$ cat config.mk
export PLATFORM = sky130hd
export DESIGN_NAME = ascon_req_arbiter
export DESIGN_NICKNAME = d
export VERILOG_FILES = /design/src/rtl/ascon_req_arbiter.sv
export SDC_FILE = /design/constraint.sdc
export NUM_CORES = 1
export LEC_CHECK = 0
export CORE_AREA = 2 2 439 441
export CTS_BUF_LIST = sky130_fd_sc_hd__clkbuf_8
export CTS_CLUSTER_SIZE = 30
export DETAILED_ROUTE_END_ITERATION = 6
export DIE_AREA = 0 0 441 443
export HOLD_SLACK_MARGIN = 0.1
export SYNTH_ARGS = -nofsm -noshare
export SYNTH_HDL_FRONTEND = slang
export SYNTH_SLANG_ARGS = --single-unit
$ cat constraint.sdc
create_clock -name clk -period 5.28 [get_ports clk]
set_clock_uncertainty 0.15 [all_clocks]
set_input_delay 0.792 -clock clk [delete_from_list [all_inputs] [get_ports clk]]
set_output_delay 0.792 -clock clk [all_outputs]
set_load 0.05 [all_outputs]
$ cat src/rtl/ascon_req_arbiter.sv
// -----------------------------------------------------------------------------
// ascon_req_arbiter
//   Shares a single ascon AEAD core between N_REQ requesters. A round-robin
//   arbiter picks the next requester, its key/nonce/sizes/delay are latched
//   into registers that drive the core, and a small sequencer walks the core
//   through start handshake, busy wait (with watchdog), tag capture and
//   completion / abort signalling. owner_o steers the external FIFO muxes.
//
// Ports
//   clk, rst            clock, synchronous active-high reset
//   req_i               per-requester job request (level)
//   key_i, nonce_i      per-requester 128-bit key / nonce, slice k = [128k+:128]
//   ad_size_i,pt_size_i per-requester AD / PT byte counts (DATA_AW each)
//   delay_i             per-requester inter-round delay (DELAY_WIDTH each)
//   gnt_o               one-cycle pulse: config of requester k latched
//   done_o              one-cycle pulse: job k finished, tag_o valid
//   err_o               one-cycle pulse: job k aborted by watchdog
//   tag_o               last captured tag, held until the next capture
//   owner_o             index of the current / last granted requester
//   busy_o              high from LOAD through DONE/ABORT
//   core_*_o            latched configuration and start request to the core
//   core_ready_i        core idle / ready
//   core_tag_valid_i    core tag valid, core_tag_i carries the tag
//   core_flush_o        one-cycle pulse on abort: flush AD/PT/CT FIFOs
// -----------------------------------------------------------------------------
module ascon_req_arbiter #(
    parameter int N_REQ         = 2,
    parameter int DATA_AW       = 7,
    parameter int DELAY_WIDTH   = 16,
    parameter int TIMEOUT_WIDTH = 12,
    localparam int OW           = (N_REQ > 1) ? $clog2(N_REQ) : 1
) (
    input  logic                         clk,
    input  logic                         rst,
    input  logic [N_REQ-1:0]             req_i,
    input  logic [N_REQ*128-1:0]         key_i,
    input  logic [N_REQ*128-1:0]         nonce_i,
    input  logic [N_REQ*DATA_AW-1:0]     ad_size_i,
    input  logic [N_REQ*DATA_AW-1:0]     pt_size_i,
    input  logic [N_REQ*DELAY_WIDTH-1:0] delay_i,
    output logic [N_REQ-1:0]             gnt_o,
    output logic [N_REQ-1:0]             done_o,
    output logic [N_REQ-1:0]             err_o,
    output logic [127:0]                 tag_o,
    output logic [OW-1:0]                owner_o,
    output logic                         busy_o,
    output logic [127:0]                 core_key_o,
    output logic [127:0]                 core_nonce_o,
    output logic [DATA_AW-1:0]           core_ad_size_o,
    output logic [DATA_AW-1:0]           core_pt_size_o,
    output logic [DELAY_WIDTH-1:0]       core_delay_o,
    output logic                         core_start_o,
    input  logic                         core_ready_i,
    input  logic                         core_tag_valid_i,
    input  logic [127:0]                 core_tag_i,
    output logic                         core_flush_o
);

    typedef enum logic [2:0] {
        IDLE  = 3'd0,
        LOAD  = 3'd1,
        START = 3'd2,
        BUSY  = 3'd3,
        DONE  = 3'd4,
        ABORT = 3'd5
    } state_e;

    localparam logic [OW-1:0]            LAST_RST = OW'(N_REQ - 1);
    localparam logic [TIMEOUT_WIDTH-1:0] WD_ONE   = TIMEOUT_WIDTH'(1);
    localparam logic [TIMEOUT_WIDTH-1:0] WD_MAX   = {TIMEOUT_WIDTH{1'b1}};

    state_e                     state_q;
    logic [OW-1:0]              last_q;
    logic [TIMEOUT_WIDTH-1:0]   wdog_q;

    logic [OW-1:0]              cand_s [N_REQ];
    logic [OW-1:0]              pick_s;
    logic                       any_s;

    // One-hot encode a requester index for the gnt/done/err pulse vectors.
    function automatic logic [N_REQ-1:0] onehot(input logic [OW-1:0] idx);
        logic [N_REQ-1:0] v;
        v      = '0;
        v[idx] = 1'b1;
        return v;
    endfunction

    // Candidate indices in round-robin order: cand_s[j] is last_grant+1+j wrapped.
    always_comb begin
        for (int j = 0; j < N_REQ; j++) begin
            cand_s[j] = OW'((int'(last_q) + j + 1) % N_REQ);
        end
    end

    // Round-robin pick: scan from the farthest candidate back to the nearest so the
    // nearest requesting candidate overwrites the others.
    always_comb begin
        any_s  = |req_i;
        pick_s = '0;
        for (int j = N_REQ - 1; j >= 0; j--) begin
            if (req_i[cand_s[j]]) begin
                pick_s = cand_s[j];
            end else begin
                pick_s = pick_s;
            end
        end
    end

    // Sequencer FSM with all outputs registered.
    always_ff @(posedge clk) begin
        if (rst) begin
            state_q        <= IDLE;
            last_q         <= LAST_RST;
            wdog_q         <= '0;
            gnt_o          <= '0;
            done_o         <= '0;
            err_o          <= '0;
            tag_o          <= '0;
            owner_o        <= '0;
            busy_o         <= 1'b0;
            core_key_o     <= '0;
            core_nonce_o   <= '0;
            core_ad_size_o <= '0;
            core_pt_size_o <= '0;
            core_delay_o   <= '0;
            core_start_o   <= 1'b0;
            core_flush_o   <= 1'b0;
        end else begin
            // Pulse outputs fall back to zero unless a state below raises them.
            gnt_o        <= '0;
            done_o       <= '0;
            err_o        <= '0;
            core_flush_o <= 1'b0;
            case (state_q)
                IDLE: begin
                    if (any_s) begin
                        state_q        <= LOAD;
                        gnt_o          <= onehot(pick_s);
                        owner_o        <= pick_s;
                        last_q         <= pick_s;
                        busy_o         <= 1'b1;
                        core_key_o     <= key_i[int'(pick_s)*128 +: 128];
                        core_nonce_o   <= nonce_i[int'(pick_s)*128 +: 128];
                        core_ad_size_o <= ad_size_i[int'(pick_s)*DATA_AW +: DATA_AW];
                        core_pt_size_o <= pt_size_i[int'(pick_s)*DATA_AW +: DATA_AW];
                        core_delay_o   <= delay_i[int'(pick_s)*DELAY_WIDTH +: DELAY_WIDTH];
                    end else begin
                        state_q <= IDLE;
                    end
                end
                LOAD: begin
                    state_q      <= START;
                    core_start_o <= 1'b1;
                end
                START: begin
                    if (core_ready_i) begin
                        state_q      <= BUSY;
                        core_start_o <= 1'b0;
                        wdog_q       <= '0;
                    end else begin
                        state_q <= START;
                    end
                end
                BUSY: begin
                    // A tag arriving in the saturation cycle still completes the job.
                    if (core_tag_valid_i) begin
                        tag_o   <= core_tag_i;
                        done_o  <= onehot(owner_o);
                        state_q <= DONE;
                    end else if ((wdog_q + WD_ONE) == WD_MAX) begin
                        wdog_q       <= WD_MAX;
                        err_o        <= onehot(owner_o);
                        core_flush_o <= 1'b1;
                        state_q      <= ABORT;
                    end else begin
                        wdog_q <= wdog_q + WD_ONE;
                    end
                end
                DONE: begin
                    busy_o  <= 1'b0;
                    state_q <= IDLE;
                end
                ABORT: begin
                    busy_o  <= 1'b0;
                    state_q <= IDLE;
                end
                default: begin
                    busy_o       <= 1'b0;
                    core_start_o <= 1'b0;
                    state_q      <= IDLE;
                end
            endcase
        end
    end

endmodule

# Word-level counts from Yosys, hierarchy flattened
# Index checks and enable logic that the tools add are counted.
# totals
ff_bits	440
inputBits	706
out_inout_bits	424
elab_cells	88
# op_classes
add_sub_neg	3
multipliers	1
magnitude_cmp	6
eq_ne	10
n_shift	5
n_mux	24
bitwise_logic	7
reduce_logical	16
# ops
cell	n
$shiftx A256 B9 Y128	2
$mux W12	3
$shiftx A14 B32 Y7	1
$shiftx A32 B6 Y16	1
$pmux W12 S2	1
$shiftx A14 B5 Y7	1
$mux W1	13
$add A12 B1 Y12 const B	1
$eq A12 B12 Y1 const B	1
$pmux W3 S4	1
$reduce_or A3 Y1	4
$lt A1 B2 Y1 const B	4
$reduce_and A2 Y1	4
$reduce_or A4 Y1	2
$not A1 Y1	7
$eq A3 B2 Y1 const B	2
$eq A3 B3 Y1 const B	2
$mux W3	2
$ne A2 B2 Y1 const B	3
$mul A1 B3 Y4 const B	1
$eq A3 B1 Y1 const B	1
$logic_not A3 Y1	1
$ne A3 B3 Y1 const B	1
$pmux W1 S3	1
8 further kinds	12

# Depth between registers and ports, before layout
# logic_depth
ltp_word	10
mapped_depth	7
mapped_depth_nobuf	6

# Least setup slack after synthesis
# No wires, ideal clock.
# synth_path
path_type	input-to-reg
start	input port req_i[0]
end	register core_key_o[100]
setup_time_ns	0.091
arrival_time_ns	1.935
t_required_ns	5.039
path_slack_ns	3.104
cell_stages	7
path_buffers	3
cell_sequence	nand2_1 -> and2_1 -> clkbuf_1 -> buf_2 -> clkbuf_1 -> nand2_1 -> a311oi_1
# synth_between
elab_chain_len	5
word_cells_on_any_way	9
classes_between	shift: 1; mux: 6; reduce/logical: 2
# synth_rtl
element	line	text
start: declaration	35	input logic [N_REQ-1:0] req_i,
$mux W1 (implied by the code) (2 in series)	101	if (req_i[cand_s[j]]) begin
$mux W1 (2 in series)	101	
$shiftx A256 B9 Y128	142	core_key_o <= key_i[int'(pick_s)*128 +: 128];
end signal: assignment	142	
end: declaration	47	output logic [127:0] core_key_o,
# Parallel ways exist; a longest one is shown, timed or not. The select of a mux whose other input is x is not followed.
# A chain may end at the register's enable or synchronous reset.

# Worst setup path after layout
# layout_path
start	register core_nonce_o[126]
end	output port core_nonce_o[126]
# layout_rtl
element	line	text
start: declaration	48	output logic [127:0] core_nonce_o,
start signal: assignment	143	core_nonce_o <= nonce_i[int'(pick_s)*128 +: 128];
# No word-level cell between the ends.

==> results by group <==
Routing
  – DRT Pass-1 Iters: 6
  – Via count: 21480
  – Final WL: 127200 µm
  – DR iter-0 viols: 1475
  – DR DRC count: 0
  – WL/cell: 21.32 µm
  – Vias/cell: 3.601
  – DRT antenna net count: 0

STA
  – Worst slew margin: 27.46%
  – Setup ws final: 1910 ps
  – Fmax: 296.7 MHz
  – Worst-case hold slack: 284.9 ps
  – RSZ-0062 raised after global routing: false
  – Crit path time final: 3370 ps
  – Least-Margin Pin Slew: 1085 ps
  – Final setup viols: 0
  – Post-route setup TNS: 0 ps
  – Hold Vio Cnt, Final: 0
  – Count of pins over their slew limit: 0
  – Tcrit/Tclk final: 63.83%

Synthesis
  – Synth Warn #: 0
  – Synth async-reset ratio: 0%
  – Post-synthesis area per instance: 7.711 µm²
  – Post-synth EDFFs: 0
  – Seq cells post-synth: 440
  – Post-synthesis sequential area ratio: 49.66%
  – Primary FF master, synth: dfxtp_1
  – Mapped Cells: 2300
  – Mapped cell area: 17740 µm²
  – Synth unique cells: 45
  – Syn_nets: 3008

Worst setup path
  – CP Data Required Time: 4340 ps
  – Crit path kind: flop to output pin
  – Slowest-stage cell, CP: clkdlybuf4s50_1
  – CP bufs+invs: 1
  – Crit-path leading delay family: buffers and inverters
  – Slowest cell delay on critical path: 1160 ps
  – Crit Path Max Fanout: 2
  – Startpoint types: flop
  – Endpoint class of the critical path: output pin
  – Worst EP arrival: 2430 ps
  – Cell chain of the critical path: clkdlybuf4s50_1

Cells and area
  – Finished Layout Cells: 5966
  – Layout cell share with drive strength beyond 1: 5.738%
  – Commonest non-fill, non-tap cells in the layout: 1118 x clkdlybuf4s50_1, 840 x nand2_1, 440 x dfxtp_1, 302 x nor2_1, 288 x a311oi_1
  – Fillers: 21470
  – Finished layout cell area: 33800 µm²
  – Most common cell after layout, fill and taps aside: clkdlybuf4s50_1
  – Sequential standard cell area: 8808 µm²
  – Multi-input logic area: 8115 µm²
  – NumNets Final: 4062
  – Area Overhead vs Synth: 90.57%

Clock tree
  – H-tree Lvls: 3
  – Clock Latency Late Sink: 830 ps
  – Root Buffer: clkbuf_8
  – Cts hold-fix bufs: 0
  – Clock sinks: 440
  – CTS tree: done
  – Total CTS buffers: 84
  – Post-CTS Setup Bufs: 0
  – Clock Pin Slew Worst Setup and Hold Paths: 60 ps
  – Bufs on Longest Clock Path: 3
  – Post-CTS sizing: 0

Global routing
  – First-pass GRT wire length: 167800 µm
  – Largest net degree at the start of global routing: 139
  – Initial antenna violation count: 65
  – Met3 Track Usage GR: 3.664%
  – Met1 Resource Use GR: 13.59%
  – Tot GR Track Use: 12.44%
  – Met2 Use GR: 21.80%
  – GR peak layer: met2
  – Gr ovfl total: 0
  – Vias in the first global route: 20850

Power
  – Combinational group share of total power: 44.8%
  – Max rail drop VDD: 0.3000 mV
  – Sequential share of power: 29.9%
  – Lkg Pwr: 0.01181 µW
  – P_sw: 6723 µW
  – Clock power share: 25.2%
  – P per Cell Area: 440.4 nW/µm²
  – Switching power share of the total: 45.17%
  – P_int: 8161 µW

Floorplan
  – Core ar.: 191200 µm²
  – Standard-cell rows: 161
  – Die ar.: 195400 µm²
  – I/O pins: 1130
  – Initial core utilization: 9.278%
  – Chip width: 441 µm
  – Die height: 443 µm

Place
  – Placer Congestion: 0.9159
  – Area after DPL: 31900 µm²
  – Placed cells: 5794
  – Detailed placer's ending HPWL: 105500 µm
  – Port buffer count: 1129
  – Pre-CTS worst setup slack: 1811 ps

Run status
  – Status: finished clean

Job
  – Max Cap Viol: 0

Min path
  – Hold Crit Class: primary input to flop
[final timing paths]
kind	slack [ps]	from	cells after the start	endpoint
max	1910	core_nonce_o[126]	1	core_nonce_o[126]
min	280	rst	2	tag_o[37]
max reg2reg	2570	state_q[1]	5	tag_o[78]
min reg2reg	300	busy_o	2	busy_o
[layer usage]
metal	vias to the layer above	share of wire, %
met1	10180	37
met5	-	0.12
li1	10030	-
met4	26	4.3
met3	236	8.0
met2	1010	50
[flip-flops by register name, indices dropped and copies added, names as in the netlist]
name	flops
state_q	3
gnt_o	2
done_o	2
core_flush_o	1
core_ad_size_o	7
err_o	2
core_key_o	128
tag_o	128
owner_o	1
core_start_o	1
last_q	1
core_delay_o	16
core_pt_size_o	7
busy_o	1
core_nonce_o	128
wdog_q	12
[kinds of logic (layout without fill, tap and decap cells)]
logic type / after synthesis / count (layout) / share of synthesized area, %
flip-flops: 440 / 440 / 49.66
other: 0 / 24 / 0
adder cells (fa/ha/maj): 2 / 2 / 0.1411
multiplexers: 1 / 1 / 0.06349
buffers and inverters: 214 / 1330 / 4.797
XOR/XNOR: 3 / 3 / 0.1482
AND/OR/NAND/NOR: 1181 / 1181 / 25.66
AO/OA/AOI/OAI: 459 / 459 / 19.52
[Yosys cell counts, types with 2 or more instances]
| cell type | number | share of area (%) |
|---|---|---|
| or3_1 | 2 | 0.071 |
| o22ai_1 | 4 | 0.14 |
| xnor2_1 | 2 | 0.099 |
| buf_2 | 38 | 1.1 |
| o21ai_1 | 6 | 0.17 |
| and3_1 | 2 | 0.071 |
| ha_1 | 2 | 0.14 |
| a211o_1 | 2 | 0.099 |
| nand2b_1 | 6 | 0.21 |
| a311oi_2 | 2 | 0.17 |
| nand4b_1 | 2 | 0.099 |
| clkbuf_1 | 170 | 3.6 |
| a211oi_2 | 2 | 0.14 |
| o21ai_0 | 2 | 0.056 |
| nand3_1 | 6 | 0.17 |
| a311oi_1 | 288 | 14 |
| o31ai_1 | 2 | 0.085 |
| nor3_1 | 5 | 0.14 |
| nand4_1 | 2 | 0.071 |
| inv_1 | 6 | 0.13 |
| nand3b_1 | 2 | 0.085 |
| a31oi_1 | 2 | 0.071 |
| nand2_1 | 841 | 18 |
| a21oi_1 | 141 | 4.0 |
| nor2_1 | 303 | 6.4 |
| dfxtp_1 | 440 | 50 |
| nor2b_1 | 2 | 0.071 |
[power groups by stage]
stage | combinational (µW) | clock, µW | sequential, µW
2_1_floorplan | 1620 | 0 | 6610
3_3_place_gp | 6760 | 0 | 4480
3_5_place_dp | 6800 | 0 | 4510
4_1_cts | 6820 | 3920 | 4440
5_1_grt | 7070 | 4030 | 4520
6_report | 6680 | 3750 | 4460
[stage by stage]
step | total power (µW) | utilization, %
6_report | 14880 | 17.68
4_1_cts | 15180 | 17.65
3_5_place_dp | 11310 | 16.69
5_1_grt | 15610 | 17.67
2_1_floorplan | 8239 | -
3_3_place_gp | 11240 | 16.69
[cell type report]
cell class	instances	share of cell area, %
Clock buffer	106	4.316
Timing Repair Buffer	1176	34.90
Tap cell	2526	9.351
Clock inverter	42	1.114
Sequential cell	440	26.06
Inverter	6	0.06663
Antenna cell	24	0.1777
Multi-Input combinational cell	1646	24.01
Power figures use the tool's default switching activity.
